File: src/rtl/sata_link_rx_frame_pkg.sv
// rtl/sata_link_rx_frame_pkg.sv - shared SATA link types, CRC constants and rx-frame FSM states
package sata_link_rx_frame_pkg;

  typedef enum logic [4:0] {
    is_none, is_dat, is_sof, is_eof, is_hold, is_holda, is_align, is_cont,
    is_r_ip, is_x_rdy, is_wtrm, is_r_rdy, is_r_ok, is_r_err, is_sync, is_err,
    is_dmat, is_pmreq_p, is_pmreq_s, is_pmack, is_pmnak
  } sata_p_t;

  localparam logic [31:0] SATA_CRC_INIT = 32'h52325032;
  localparam logic [31:0] SATA_CRC_POLY = 32'h04C11DB7;

  typedef enum logic [1:0] {RX_IDLE, RX_RECV, RX_DROP} rx_state_t;

endpackage

File: src/rtl/sata_link_crc.sv
// rtl/sata_link_crc.sv - combinational 32-bit-parallel CRC-32 step, MSB-first, shared with the TX framer
module sata_link_crc
  import sata_link_rx_frame_pkg::*;
#(
  parameter logic [31:0] POLY = SATA_CRC_POLY
) (
  input  logic [31:0] crc_in,
  input  logic [31:0] dat,
  output logic [31:0] crc_out
);

  logic [31:0] c;

  always_comb begin
    c = crc_in;
    for (int i = 31; i >= 0; i--) begin
      c = {c[30:0], 1'b0} ^ ((c[31] ^ dat[i]) ? POLY : 32'h0);
    end
    crc_out = c;
  end

endmodule

File: src/rtl/sata_link_rx_frame.sv
// rtl/sata_link_rx_frame.sv - SOF/EOF frame extractor with CRC strip and sop/eop/err payload stream
// Optional per-outcome frame counters: define SATA_LINK_RX_STAT_EN.
module sata_link_rx_frame
  import sata_link_rx_frame_pkg::*;
#(
  parameter int          MAX_DW   = 2049,
  parameter logic [31:0] CRC_INIT = SATA_CRC_INIT
) (
  input  logic        clk,
  input  logic        rst,
  input  sata_p_t     dat_type,
  input  logic [31:0] dat_i,
  input  logic        m_afull,
  output logic        m_vld,
  output logic [31:0] m_dat,
  output logic        m_sop,
  output logic        m_eop,
  output logic        m_err,
  output logic        hold_req,
  output logic        st_vld,
  output logic        st_crc_err,
  output logic        st_abort,
  output logic [11:0] st_len
`ifdef SATA_LINK_RX_STAT_EN
  ,
  output logic [31:0] st_good_cnt,
  output logic [31:0] st_crc_cnt,
  output logic [31:0] st_abort_cnt
`endif
);

  if (MAX_DW < 1 || MAX_DW > 4095) begin : g_max_dw_chk
    $error("MAX_DW must be within 1..4095");
  end

  localparam logic [11:0] MAX_DW_W = 12'(MAX_DW);

  function automatic logic [11:0] sat_inc(input logic [11:0] v);
    return (v == 12'hFFF) ? v : v + 12'd1;
  endfunction

  rx_state_t   state_q, state_d;
  logic [31:0] h0_q, h0_d, h1_q, h1_d, crc_q, crc_d, crc_step;
  logic [1:0]  cnt_q, cnt_d;
  logic [11:0] len_q, len_d, dcnt_q, dcnt_d;
  logic        sop_q, sop_d;
  logic        m_vld_d, m_sop_d, m_eop_d, m_err_d, hold_req_d;
  logic [31:0] m_dat_d;
  logic        st_vld_d, st_crc_err_d, st_abort_d;
  logic [11:0] st_len_d;
  logic        do_abort, do_fresh;

  sata_link_crc u_crc (
    .crc_in  (crc_q),
    .dat     (h0_q),
    .crc_out (crc_step)
  );

  always_ff @(posedge clk or posedge rst) begin
    if (rst) begin
      state_q    <= RX_IDLE;
      h0_q       <= '0;
      h1_q       <= '0;
      crc_q      <= CRC_INIT;
      cnt_q      <= '0;
      len_q      <= '0;
      dcnt_q     <= '0;
      sop_q      <= 1'b0;
      m_vld      <= 1'b0;
      m_dat      <= '0;
      m_sop      <= 1'b0;
      m_eop      <= 1'b0;
      m_err      <= 1'b0;
      hold_req   <= 1'b0;
      st_vld     <= 1'b0;
      st_crc_err <= 1'b0;
      st_abort   <= 1'b0;
      st_len     <= '0;
    end else begin
      state_q    <= state_d;
      h0_q       <= h0_d;
      h1_q       <= h1_d;
      crc_q      <= crc_d;
      cnt_q      <= cnt_d;
      len_q      <= len_d;
      dcnt_q     <= dcnt_d;
      sop_q      <= sop_d;
      m_vld      <= m_vld_d;
      m_dat      <= m_dat_d;
      m_sop      <= m_sop_d;
      m_eop      <= m_eop_d;
      m_err      <= m_err_d;
      hold_req   <= hold_req_d;
      st_vld     <= st_vld_d;
      st_crc_err <= st_crc_err_d;
      st_abort   <= st_abort_d;
      st_len     <= st_len_d;
    end
  end

  always_comb begin
    state_d      = state_q;
    h0_d         = h0_q;
    h1_d         = h1_q;
    crc_d        = crc_q;
    cnt_d        = cnt_q;
    len_d        = len_q;
    dcnt_d       = dcnt_q;
    sop_d        = sop_q;
    m_vld_d      = 1'b0;
    m_dat_d      = '0;
    m_sop_d      = 1'b0;
    m_eop_d      = 1'b0;
    m_err_d      = 1'b0;
    st_vld_d     = 1'b0;
    st_crc_err_d = 1'b0;
    st_abort_d   = 1'b0;
    st_len_d     = '0;
    hold_req_d   = (state_q == RX_RECV) && m_afull;
    do_abort     = 1'b0;
    do_fresh     = 1'b0;

    case (state_q)
      RX_IDLE: begin
        if (dat_type == is_sof) begin
          state_d  = RX_RECV;
          do_fresh = 1'b1;
        end
      end
      RX_RECV: begin
        case (dat_type)
          is_dat: begin
            if (dcnt_q == MAX_DW_W) begin
              do_abort = 1'b1;
              state_d  = RX_DROP;
            end else begin
              dcnt_d = dcnt_q + 12'd1;
              // h1 always holds the newest word, so the final one is the CRC
              if (cnt_q == 2'd2) begin
                m_vld_d = 1'b1;
                m_sop_d = !sop_q;
                m_dat_d = h0_q;
                sop_d   = 1'b1;
                crc_d   = crc_step;
                h0_d    = h1_q;
                h1_d    = dat_i;
                len_d   = sat_inc(len_q);
              end else if (cnt_q == 2'd1) begin
                h1_d  = dat_i;
                cnt_d = 2'd2;
              end else begin
                h0_d  = dat_i;
                cnt_d = 2'd1;
              end
            end
          end
          is_eof: begin
            state_d  = RX_IDLE;
            st_vld_d = 1'b1;
            if (cnt_q == 2'd2) begin
              m_vld_d      = 1'b1;
              m_sop_d      = !sop_q;
              m_eop_d      = 1'b1;
              m_dat_d      = h0_q;
              m_err_d      = (crc_step != h1_q);
              st_crc_err_d = (crc_step != h1_q);
              st_len_d     = sat_inc(len_q);
            end else begin
              st_abort_d = 1'b1;
            end
          end
          is_sync, is_err: begin
            do_abort = 1'b1;
            state_d  = RX_IDLE;
          end
          is_dmat: begin
            do_abort = 1'b1;
            state_d  = RX_DROP;
          end
          is_sof: begin
            do_abort = 1'b1;
            do_fresh = 1'b1;
          end
          default: ;
        endcase
      end
      RX_DROP: begin
        if (dat_type == is_eof || dat_type == is_sync) begin
          state_d = RX_IDLE;
        end else if (dat_type == is_sof) begin
          state_d  = RX_RECV;
          do_fresh = 1'b1;
        end
      end
      default: state_d = RX_IDLE;
    endcase

    if (do_abort) begin
      st_vld_d   = 1'b1;
      st_abort_d = 1'b1;
      st_len_d   = len_q;
      if (sop_q) begin
        m_vld_d = 1'b1;
        m_eop_d = 1'b1;
        m_err_d = 1'b1;
        m_dat_d = '0;
      end
    end
    if (do_fresh) begin
      crc_d  = CRC_INIT;
      cnt_d  = '0;
      len_d  = '0;
      dcnt_d = '0;
      sop_d  = 1'b0;
    end
  end

`ifdef SATA_LINK_RX_STAT_EN
  always_ff @(posedge clk or posedge rst) begin
    if (rst) begin
      st_good_cnt  <= '0;
      st_crc_cnt   <= '0;
      st_abort_cnt <= '0;
    end else if (st_vld) begin
      if (st_abort)        st_abort_cnt <= st_abort_cnt + 32'd1;
      else if (st_crc_err) st_crc_cnt   <= st_crc_cnt + 32'd1;
      else                 st_good_cnt  <= st_good_cnt + 32'd1;
    end
  end
`endif

endmodule

File: config.mk
export PLATFORM = sky130hd
export DESIGN_NAME = sata_link_rx_frame
export DESIGN_NICKNAME = d
export VERILOG_FILES = /design/src/rtl/sata_link_rx_frame_pkg.sv /design/src/rtl/sata_link_crc.sv /design/src/rtl/sata_link_rx_frame.sv
export SDC_FILE = /design/constraint.sdc
export NUM_CORES = 1
export LEC_CHECK = 0
export ABC_AREA = 1
export CAP_MARGIN = 10
export CORE_AREA = 3 3 186 188
export DETAILED_ROUTE_END_ITERATION = 8
export DIE_AREA = 0 0 189 191
export SLEW_MARGIN = 10
export SYNTH_ARGS = -nofsm -noshare
export SYNTH_HDL_FRONTEND = slang
export SYNTH_SLANG_ARGS = --single-unit
File: constraint.sdc
create_clock -name clk -period 16.3 [get_ports clk]
set_clock_uncertainty 0.05 [all_clocks]
set_input_delay 3.26 -clock clk [delete_from_list [all_inputs] [get_ports clk]]
set_output_delay 3.26 -clock clk [all_outputs]
set_load 0.01 [all_outputs]
==> results.md <==
* Status: complete, no violations
* Final hold vios at 0
* CP Depth at 11
* Setup_tns at 0 ps
* CP max stage delay at 550 ps
* Crit start category: primary input
* Grt total ovfl at 0
* Initial antenna violation count at 0
* # nets final at 2,096
* Worst-Skew Late Latency at 450 ps
* Top-area cell type share of the netlist area at 0.315
* MaxCap Viol Count at 0
* Rel. slew slack at 0.207
* Mapped Avg Cell Area at 6.68 µm²
* Critical path class: in -> reg
* CP startpoint: dat_type[1]
* Drt total wl at 49.7 mm
* Critical R2R Capture: m_err$_DFF_PP0_
* Die width at 189 µm
* Core area at 33,300 µm²
* Post-layout util at 0.457
* Sink Count at 177
* Post-CTS Setup Inserts at 0
* IO Pins at 92
* Share of cells above drive strength 1 at 0.111
* CTS tree: built
* DIE AREA at 36,100 µm²
* CP top delay family: buffers and inverters
* Initial Util at 0.397
* Unique masters post-synth at 44
* Clock transition at path regs at around 80 ps
* Largest net degree at the start of global routing at 130
* Cell Area, Synth at 13,200 µm²
* Hold buffers post-CTS at 0
* Worst-Margin Slew at 1190 ps
* Most used flip-flop cell after synthesis: dfrtp_1
* Critical Path Sink: crc_q[28]$_DFFE_PP1P_
* DRC Markers at 0
* Clock buffer count from CTS at 17
* Top cells by area, synth: dfrtp_1 31%, nand2_1 20%, nand3_1 8.3%, inv_1 6.1%, xor2_1 5.0%
* Commonest cells after routing, fill and taps aside: 720 x nand2_1, 219 x nand3_1, 213 x inv_1
* Register bit count reported by yosys at around 180
* Min Tclk post-route at 6070 ps
* Critical Path AT at 6400 ps
* Reg2Reg Setup Slack at around 11,000 ps
* RSZ-0062 raised after global routing: no
* Syn_nets at 2,022
* Final period util at 0.372
* Htree depth at 4
* Commonest non-fill, non-tap cell in the layout: nand2_1
* Antenna Nets Post-Route at 0
* Synth-to-Final Area Change at 15.2%
* Yosys top cell by area: dfrtp_1
* First-pass detailed-route iteration total at 6
* Worst-path cell with the longest stage delay: clkdlybuf4s50_1
* Highest Signal Layer: met4
* Hold Path Class: reg -> reg
* Row cnt at 67
* Async SR Flop Fraction at 1.00
* Max clock buf depth at 2
* Vias in the first global route at between 10,000 and 15,000
* Routed wl met3 at around 3.0 mm
* Die Span Y at 191 µm
* # setup viols final at 0
* WL met2 at about 23 mm
* Fin. max-slew vios at 0
* Critical path buffer and inverter count at 6
* First DRT Iteration DRCs at 1,301
* CP endpoint kind: flip-flop
* First-pass GRT wire length at 75.4 mm
* Cell mode on critical path: inv_1
* Register-to-Register Path Depth at 34
* Routed len/inst at 19.8 µm
* Crit-path cells: clkdlybuf4s50_1 > nand3b_1 > nor2_1 > inv_1 > nor2_1 > clkinv_1 > a21oi_4 > buf_4 > inv_1 > a32o_1 > inv_1
* GRT Util Overall at 0.276
* GP Congestion at 0.972
* Clock root buffer: clkbuf_16
* Post-cts resize count at 0
* Total number of vias at between 10,000 and 15,000
* Number of synthesized flops with an enable pin at 0
* Avg Vias per Cell at 5.26
* Post-Syn Instances at 1,977
* Input/output buffers at 91
* Critical Path RT at 16,640 ps
* ANT cells at 0
* Synth Warn # at 0
* Met1 Wirelength at 21.5 mm
* Reg2reg start: h0_q[23]$_DFFE_PP0P_
* Fmax at 165 MHz
* Critical path fanouts, max at 25
* Dpl hpwl at 38.5 mm
* Sequential area share after synthesis at 0.337
[synthesized netlist by cell type, types with 2 or more instances]
library cell,count
a21oi_1,30
xor2_1,76
nor2_1,57
nor3_2,2
nand4_1,8
nand2_4,26
inv_2,31
clkinv_1,2
o211ai_1,33
a2111oi_0,2
a22oi_1,3
nand3_2,14
nand2_1,720
nand3_1,219
nor2_2,2
a21o_1,2
dfstp_2,11
xnor2_1,21
o21ai_0,73
nor3_1,46
or2_1,3
inv_1,214
nand3b_1,17
nand2_2,89
buf_6,4
o22ai_1,38
clkbuf_1,37
ha_1,5
or2_2,7
nor4_1,6
dfrtp_1,166
[state kept, by name, summed over array words and instances, names as in the netlist]
signal and flops:
st_len 12, m_err 1, sop_q 1, dcnt_q 12, hold_req 1, cnt_q 2, m_dat 32, state_q 2
st_abort 1, m_sop 1, st_crc_err 1, m_eop 1, m_vld 1, len_q 12, h0_q 32, h1_q 32
st_vld 1, crc_q 32
[metrics by stage]
step / cell area (µm²) / hold slack, ps / setup WS (ps) / cells
3_5_place_dp: 14600 / 409 / 9820 / 2480
4_1_cts: 15200 / 431 / 10260 / 2512
2_1_floorplan: 13200 / 362 / 8210 / 1977
6_report: 15200 / 422 / 10230 / 2512
3_3_place_gp: 14600 / 424 / 9870 / 2480
5_1_grt: 15200 / 457 / 10030 / 2512
[area by class of cell]
type	count	area, µm²
Fill cell	3464	18100
Multi-Input combinational cell	1510	7660
Sequential cell	177	4440
Timing Repair Buffer	97	956
Inverter	248	941
Tap cell	448	561
Clock buffer	18	439
Clock inverter	14	206
[layer usage]
metal / track usage / up-vias
li1: - / 6474
met4: 0.123 / 0
met1: 0.363 / 6168
met2: 0.454 / 480
met3: 0.0392 / 96
met5: 0 / -
[logic make-up (layout without fill, tap and decap cells)]
family | after synthesis | after routing | synth area share
compound gates | 186 | 186 | 0.0828
xor+xnor | 99 | 99 | 0.0673
fa+ha+maj | 5 | 5 | 0.00474
buf+inv | 290 | 377 | 0.0852
flops | 177 | 177 | 0.337
simple gates | 1220 | 1220 | 0.423
[worst min path at each step]
stage,to,cells past startpoint,slack (ps),startpoint
final,m_sop$_DFF_PP0_,1,420,sop_q$_DFFE_PP0P_
after global routing,m_sop$_DFF_PP0_,1,460,sop_q$_DFFE_PP0P_
after detailed placement,m_sop$_DFF_PP0_,1,410,sop_q$_DFFE_PP0P_
after global placement,m_sop$_DFF_PP0_,1,420,sop_q$_DFFE_PP0P_
after CTS,m_sop$_DFF_PP0_,1,430,sop_q$_DFFE_PP0P_
after floorplan,m_sop$_DFF_PP0_,1,360,sop_q$_DFFE_PP0P_
Power is not shown: default switching activity piles up to over one toggle a cycle in this logic, so the estimate is an artifact.
